==> src/rtl/tremolo_pkg.sv <==
// rtl/tremolo_pkg.sv - shared FSM state type and width/MAX constants for the tremolo LFO
package tremolo_pkg;

  localparam int DWIDTH_DEF  = 16;
  localparam int AWIDTH_DEF  = 9;
  localparam int PHASE_W_DEF = 24;

  localparam logic [DWIDTH_DEF-1:0] MAX_DEF = {DWIDTH_DEF{1'b1}};

  typedef enum logic [2:0] {
    ST_IDLE,
    ST_READ,
    ST_WAIT,
    ST_CALC,
    ST_OUT
  } state_t;

endpackage

==> src/rtl/tremolo_depth_scale.sv <==
// rtl/tremolo_depth_scale.sv - registered gain = MAX - ((depth * (MAX - lfo)) >> DWIDTH)
module tremolo_depth_scale
  import tremolo_pkg::*;
#(
  parameter int DWIDTH = DWIDTH_DEF
) (
  input  logic              clk_i,
  input  logic              srst_n_i,
  input  logic              en_i,
  input  logic [DWIDTH-1:0] depth_i,
  input  logic [DWIDTH-1:0] lfo_i,
  output logic [DWIDTH-1:0] gain_o
);

  localparam logic [DWIDTH-1:0] MAX = {DWIDTH{1'b1}};

  logic [DWIDTH-1:0]   span;
  logic [2*DWIDTH-1:0] depth_ext;
  logic [2*DWIDTH-1:0] span_ext;
  logic [DWIDTH-1:0]   prod_hi;
  logic [DWIDTH-1:0]   prod_lo_unused;
  logic [DWIDTH-1:0]   gain_d;
  logic [DWIDTH-1:0]   gain_q;

  // Only the upper half of the product survives the >> DWIDTH
  assign span      = MAX - lfo_i;
  assign depth_ext = {{DWIDTH{1'b0}}, depth_i};
  assign span_ext  = {{DWIDTH{1'b0}}, span};
  assign {prod_hi, prod_lo_unused} = depth_ext * span_ext;
  assign gain_d    = MAX - prod_hi;

  always_ff @(posedge clk_i) begin
    if (!srst_n_i) begin
      gain_q <= MAX;
    end else if (en_i) begin
      gain_q <= gain_d;
    end
  end

  assign gain_o = gain_q;

endmodule

==> src/rtl/tremolo_lfo.sv <==
// rtl/tremolo_lfo.sv - tremolo LFO gain generator; TREMOLO_QUARTER_WAVE_EN selects quarter-sine ROM mode
module tremolo_lfo
  import tremolo_pkg::*;
#(
  parameter int DWIDTH  = DWIDTH_DEF,
  parameter int AWIDTH  = AWIDTH_DEF,
  parameter int PHASE_W = PHASE_W_DEF
) (
  input  logic               clk_i,
  input  logic               srst_n_i,
  input  logic               sample_valid_i,
  input  logic [PHASE_W-1:0] rate_i,
  input  logic [DWIDTH-1:0]  depth_i,
  output logic [AWIDTH-1:0]  rom_rdaddr_o,
  input  logic [DWIDTH-1:0]  rom_rddata_i,
  output logic [DWIDTH-1:0]  gain_o,
  output logic               gain_valid_o,
  output logic               missed_o
);

  localparam logic [DWIDTH-1:0] MAX = {DWIDTH{1'b1}};

  state_t             state_q;
  logic [PHASE_W-1:0] phase_q;
  logic [PHASE_W-1:0] phase_d;
  logic [AWIDTH-1:0]  addr_q;
  logic [AWIDTH-1:0]  addr_d;
  logic [DWIDTH-1:0]  lfo_q;
  logic [DWIDTH-1:0]  lfo_d;
  logic [DWIDTH-1:0]  gain_q;
  logic [DWIDTH-1:0]  scaled_gain;
  logic               gain_valid_q;
  logic               missed_q;

  assign phase_d = phase_q + rate_i;

`ifdef TREMOLO_QUARTER_WAVE_EN
  logic [1:0]        quad;
  logic [AWIDTH-1:0] idx;

  // Odd quadrants walk the quarter table backwards; upper half-cycle mirrors below mid-scale
  assign quad   = phase_q[PHASE_W-1 -: 2];
  assign idx    = phase_q[PHASE_W-3 -: AWIDTH];
  assign addr_d = quad[0] ? ~idx : idx;
  assign lfo_d  = quad[1] ? ((MAX >> 1) - (rom_rddata_i >> 1))
                          : ((MAX >> 1) + (rom_rddata_i >> 1));
`else
  assign addr_d = phase_q[PHASE_W-1 -: AWIDTH];
  assign lfo_d  = rom_rddata_i;
`endif

  always_ff @(posedge clk_i) begin
    if (!srst_n_i) begin
      state_q      <= ST_IDLE;
      phase_q      <= '0;
      addr_q       <= '0;
      lfo_q        <= '0;
      gain_q       <= MAX;
      gain_valid_q <= 1'b0;
      missed_q     <= 1'b0;
    end else begin
      gain_valid_q <= 1'b0;
      if (sample_valid_i && (state_q != ST_IDLE)) begin
        missed_q <= 1'b1;
      end
      case (state_q)
        ST_IDLE: begin
          if (sample_valid_i) begin
            phase_q <= phase_d;
            state_q <= ST_READ;
          end
        end
        ST_READ: begin
          addr_q  <= addr_d;
          state_q <= ST_WAIT;
        end
        ST_WAIT: begin
          lfo_q   <= lfo_d;
          state_q <= ST_CALC;
        end
        ST_CALC: begin
          state_q <= ST_OUT;
        end
        ST_OUT: begin
          gain_q       <= scaled_gain;
          gain_valid_q <= 1'b1;
          state_q      <= ST_IDLE;
        end
        default: begin
          state_q <= ST_IDLE;
        end
      endcase
    end
  end

  // depth_i is taken live on the CALC edge, so late depth changes still land on this sample
  tremolo_depth_scale #(
    .DWIDTH (DWIDTH)
  ) u_depth_scale (
    .clk_i    (clk_i),
    .srst_n_i (srst_n_i),
    .en_i     (state_q == ST_CALC),
    .depth_i  (depth_i),
    .lfo_i    (lfo_q),
    .gain_o   (scaled_gain)
  );

  assign rom_rdaddr_o = addr_q;
  assign gain_o       = gain_q;
  assign gain_valid_o = gain_valid_q;
  assign missed_o     = missed_q;

endmodule

==> config.mk <==
export PLATFORM = sky130hd
export DESIGN_NAME = tremolo_lfo
export DESIGN_NICKNAME = d
export VERILOG_FILES = /design/src/rtl/tremolo_pkg.sv /design/src/rtl/tremolo_depth_scale.sv /design/src/rtl/tremolo_lfo.sv
export SDC_FILE = /design/constraint.sdc
export NUM_CORES = 1
export LEC_CHECK = 0
export ABC_AREA = 1
export CAP_MARGIN = 20
export CELL_PAD_IN_SITES_DETAIL_PLACEMENT = 1
export CELL_PAD_IN_SITES_GLOBAL_PLACEMENT = 1
export CORE_MARGIN = 2
export CORE_UTILIZATION = 46
export DETAILED_ROUTE_END_ITERATION = 12
export PLACE_DENSITY_LB_ADDON = 0.05
export SETUP_SLACK_MARGIN = 0.2
export SLEW_MARGIN = 5
export SYNTH_ARGS = -nofsm -noshare
export SYNTH_HDL_FRONTEND = slang
export SYNTH_SLANG_ARGS = --single-unit
==> constraint.sdc <==
create_clock -name clk_i -period 8.5 [get_ports clk_i]
set_clock_uncertainty 0.1 [all_clocks]
set_input_delay 1.7 -clock clk_i [delete_from_list [all_inputs] [get_ports clk_i]]
set_output_delay 1.7 -clock clk_i [all_outputs]
set_load 0.005 [all_outputs]
=== Word level (Yosys, flattened, before mapping) ===
Cells that the tools add are included.

* Bits in registers: 86
* Output and inout bits: 27
* Word-level logic and storage cells: 24

* Add/sub/neg operators: 3
* Multiply operators: 1
* Equality and inequality tests: 5
* Muxes and demuxes: 3
* Reductions and logical operators: 4

{| class="wikitable"
|+ Operator list
! kind !! count
|-
| $mul 16x16->32 || 1
|-
| $sub 16x16->16 const A || 2
|-
| $add 24x24->24 || 1
|-
| $pmux 3 s4 || 1
|-
| $eq 3x2->1 const B || 2
|-
| $eq 3x1->1 const B || 1
|-
| $eq 3x3->1 const B || 1
|-
| $logic_not 3->1 || 1
|-
| $mux 3 || 1
|-
| $reduce_bool 3->1 || 1
|-
| $ne 2x2->1 const B || 1
|-
| $reduce_and 2->1 || 1
|-
| $logic_and 1x1->1 || 1
|-
| $mux 1 || 1
|}

=== Depth between registers and ports, before layout ===
* Word-level depth: 3
* Depth in mapped cells: 27
* Gate-level depth less buffers: 26

=== Modules after synthesis ===
Synthesis repeated with hierarchy kept, for this count alone.

* Cells, all modules: 1847
* Area, all modules: 13200.2 um2

{| class="wikitable"
|+ By module, submodules not included
! module !! instances !! cells each !! area an instance (um2)
|-
| tremolo_depth_scale || 1 || 1187 || 8968.6
|-
| tremolo_lfo || 1 || 660 || 4231.6
|}

=== Worst setup path after synthesis ===
No wires, ideal clock.

* Kind: input-to-reg
* Start point: input depth_i[4]
* End point: register u_depth_scale.gain_q[14], in the netlist u_depth_scale.gain_o[14]
* Setup time: 0.115 ns
* Data arrival time: 6.316 ns
* Required time: 8.285 ns
* Path slack: 1.969 ns
* Cell stages on the path: 25
* Path through: clkbuf_1 > clkinv_1 > nor2_1 > fa_1 > inv_1 > fa_1 > fa_1 > fa_1 > inv_1 > fa_1 > inv_1 > fa_1 > inv_1 > ha_1 > nand2_1 > nor2_1 > inv_1 > nor3_1 > nand2_1 > nand2_1 > nand3_1 > nand2_1 > nand2_1 > nand3_1 > nand2_1

* Cells in the longest elaborated chain, start to end: 2

{| class="wikitable"
|+ Ends and longest elaborated chain
! item !! RTL line !! text
|-
| from (decl) || tremolo_lfo.sv:13 || <nowiki>input logic [DWIDTH-1:0] depth_i,</nowiki>
|-
| $mul 16x16->32 || tremolo_depth_scale.sv:29 || <nowiki>assign {prod_hi, prod_lo_unused} = depth_ext * span_ext;</nowiki>
|-
| $sub 16x16->16 || tremolo_depth_scale.sv:30 || <nowiki>assign gain_d = MAX - prod_hi;</nowiki>
|-
| to (signal assigned) || tremolo_depth_scale.sv:36 || <nowiki>gain_q <= gain_d;</nowiki>
|-
| to (decl) || tremolo_depth_scale.sv:23 || <nowiki>logic [DWIDTH-1:0] gain_q;</nowiki>
|}

No other way between the ends.
A chain may end at the register's enable or synchronous reset.

=== Final worst setup path ===
* Start point: input depth_i[6]
* End point: register u_depth_scale.gain_q[10], in the netlist u_depth_scale.gain_o[10]

Same word-level chain as after synthesis.

==> impl_metrics.ini <==
[outcome]
status = complete, no violations

[setup_path]
cp_common_cell = fa_1
cp_num_buf_inv = 6
end_kind = flop
slowest_stage = clkdlybuf4s50_1
required_ns = 8.66
arrival_ns = 7.81
critPathLaunchType = input port
max_stage_delay_ns = 0.85
path_cells = clkdlybuf4s50_1, inv_1, nor2_1, fa_1, inv_1, fa_1, fa_1, fa_1, inv_1, fa_1, inv_1, fa_1, inv_1, ha_1, a21oi_1, o21ai_0, nand2_1, nand2_1, a21oi_1, nand3_1, nand3_1, nand2_1
critPathKind = in -> reg
rrSetupSlack_ns = 2.33
cpLargestDelayFamily = adder cells
cp_max_fo = 11

[placement]
dp_hpwl_um = 35600
routabilityCongestion = 0.903
io_buffers = 85
placed_cells = 2235
place_area_sq_um = 14300

[synthesis]
syn_avg_cell_area_sq_um = 7.23
synthTopCellsByCount = nand2_1, inv_1, nor2_1
ys_warn_count = 0
syn-cell-area_sq_um = 13100
synth_edf_count = 0
ys_seq_area_frac = 0.132
synth-seq-cells = 86
synth.top_cell.area_share = 0.297
synth_nets = 2187
synthFlopType = dfxtp_1
synth_most_common_cell = nand2_1
synth_top_cell_by_area = fa_1
synth.area.top_cells = fa_1, dfxtp_1, ha_1
synth_cell_types = 33
async_flop_share = 0
syn_inst = 1810

[die]
die_h_um = 173
dieArea_sq_um = 29800
top_level_ports = 86
core-area_sq_um = 27900
row_count = 61
die_w_um = 173
start_util = 0.469

[clock_tree]
cts_root_buffer = clkbuf_16
cts_hold_buf = 0
post_cts_buffers = 0
tritoncts = done
cts_buffers = 9
clkTransAtPathRegs_ns = 0.07
cts.sinks = 86
cts_max_path_buffers = 2
insertion_delay_ns = 0.36
cts_resized = 0
h-tree-depth = 3

[grt]
grt_overflow = 0
grt_start_max_net_pins = 66
grt_usage = 0.292
antenna_found_initial = 1
grt_pass1_wl_um = 68800
grt_pass1_vias = 13000

[detailed_routing]
drt_iter0_drc = 697
dr.pass1.iters = 5
vias = 11900
routed_via_density = 5.30
ant_nets = 0
routed_wl_um = 42300
drc = 0
wl_per_cell_um = 18.8

[layout]
num_antenna_cells = 0
fillers = 3601
multi_input_area_sq_um = 9640
syn2layout_area_growth_pct = 11.4
seqCellArea_sq_um = 1720
nets = 2245
postLayoutCellArea_sq_um = 14600
drive_gt1_frac = 0.0326
layout.cells.non_filler = 2250

[sta]
period_needed_ns = 7.66
rsz0062_at_grt = no
tns_ns = 0
tightest_slew_ns = 1.06
max_freq_mhz = 131
hold_violations = 0
maxSlewHeadroom = 0.293
drv_slew = 0
setup_viol = 0
period_share = 0.901

[run]
drv_cap = 0

[worst_hold_path]
hold_path.class = reg -> reg
## cells in the final DEF (no fill, tap or decap), types with 14 or more instances in the layout
cell and n:
a21oi_1 103, buf_4 14, clkdlybuf4s50_1 84, dfxtp_1 86, fa_1 194, ha_1 124, inv_1 386, nand2_1 401
nand3_1 86, nor2_1 196, o21ai_0 62
## worst register-to-register path: cells and delay by family, from the launching register on
family                     cells  cell delay [ns]
AOI/OAI and AO/OA              3             0.73
adders and majority gates      7             3.44
buffers and inverters          4             0.69
DFF                            1             0.44
and+or+nand+nor                6             0.67
## state kept, by name, summed over array words and instances, names as in the netlist
| name | count |
|---|---|
| phase_q | 24 |
| lfo_q | 16 |
| rom_rdaddr_o | 9 |
| gain_o | 16 |
| gain_valid_o | 1 |
| state_q | 3 |
| missed_o | 1 |
| u_depth_scale.gain_o | 16 |
## metal layers
metal  vias up  GRT usage  wire, um
li1       5588          -         -
met1      5959      0.387     18800
met2       292      0.495     20200
met3        78     0.0536      2270
met4         2     0.0734      1040
met5         -          0         7
## final timing paths
check	depth (start not counted)	start	endpoint
worst max-delay path	22	depth_i[6]	u_depth_scale.gain_o[10]
worst min-delay path	2	rom_rdaddr_o[5]	rom_rdaddr_o[5]
worst max register to register	20	lfo_q[8]	u_depth_scale.gain_o[14]
worst min register to register	2	rom_rdaddr_o[5]	rom_rdaddr_o[5]
## metrics by stage
stage,hold WS (ns),util,worst slack (ns)
after global routing,0.372,0.523,0.519
after floorplan,0.340,-,1.97
final,0.345,0.523,0.844
after global placement,0.334,0.513,0.568
after CTS,0.348,0.523,0.952
after detailed placement,0.338,0.513,0.568
## cell families (layout without fill, tap and decap cells)
group                    Yosys count  in the layout  synth area share
AO/OA/AOI/OAI                    207            207            0.0852
XOR/XNOR                          12             12           0.00804
adder cells (fa/ha/maj)          318            318             0.416
buffers and inverters            453            515             0.131
flip-flops                        86             86             0.132
AND/OR/NAND/NOR                  734            734             0.228
## layout make-up
cell class | count | share of cell area
Inverter | 401 | 0.104
Tap cell | 378 | 0.0325
Clock buffer | 11 | 0.0167
Clock inverter | 4 | 0.00223
Sequential cell | 86 | 0.118
Timing Repair Buffer | 99 | 0.0653
Multi-Input combinational cell | 1271 | 0.662
Power is not shown: default switching activity piles up to over one toggle a cycle in this logic, so the estimate is an artifact.
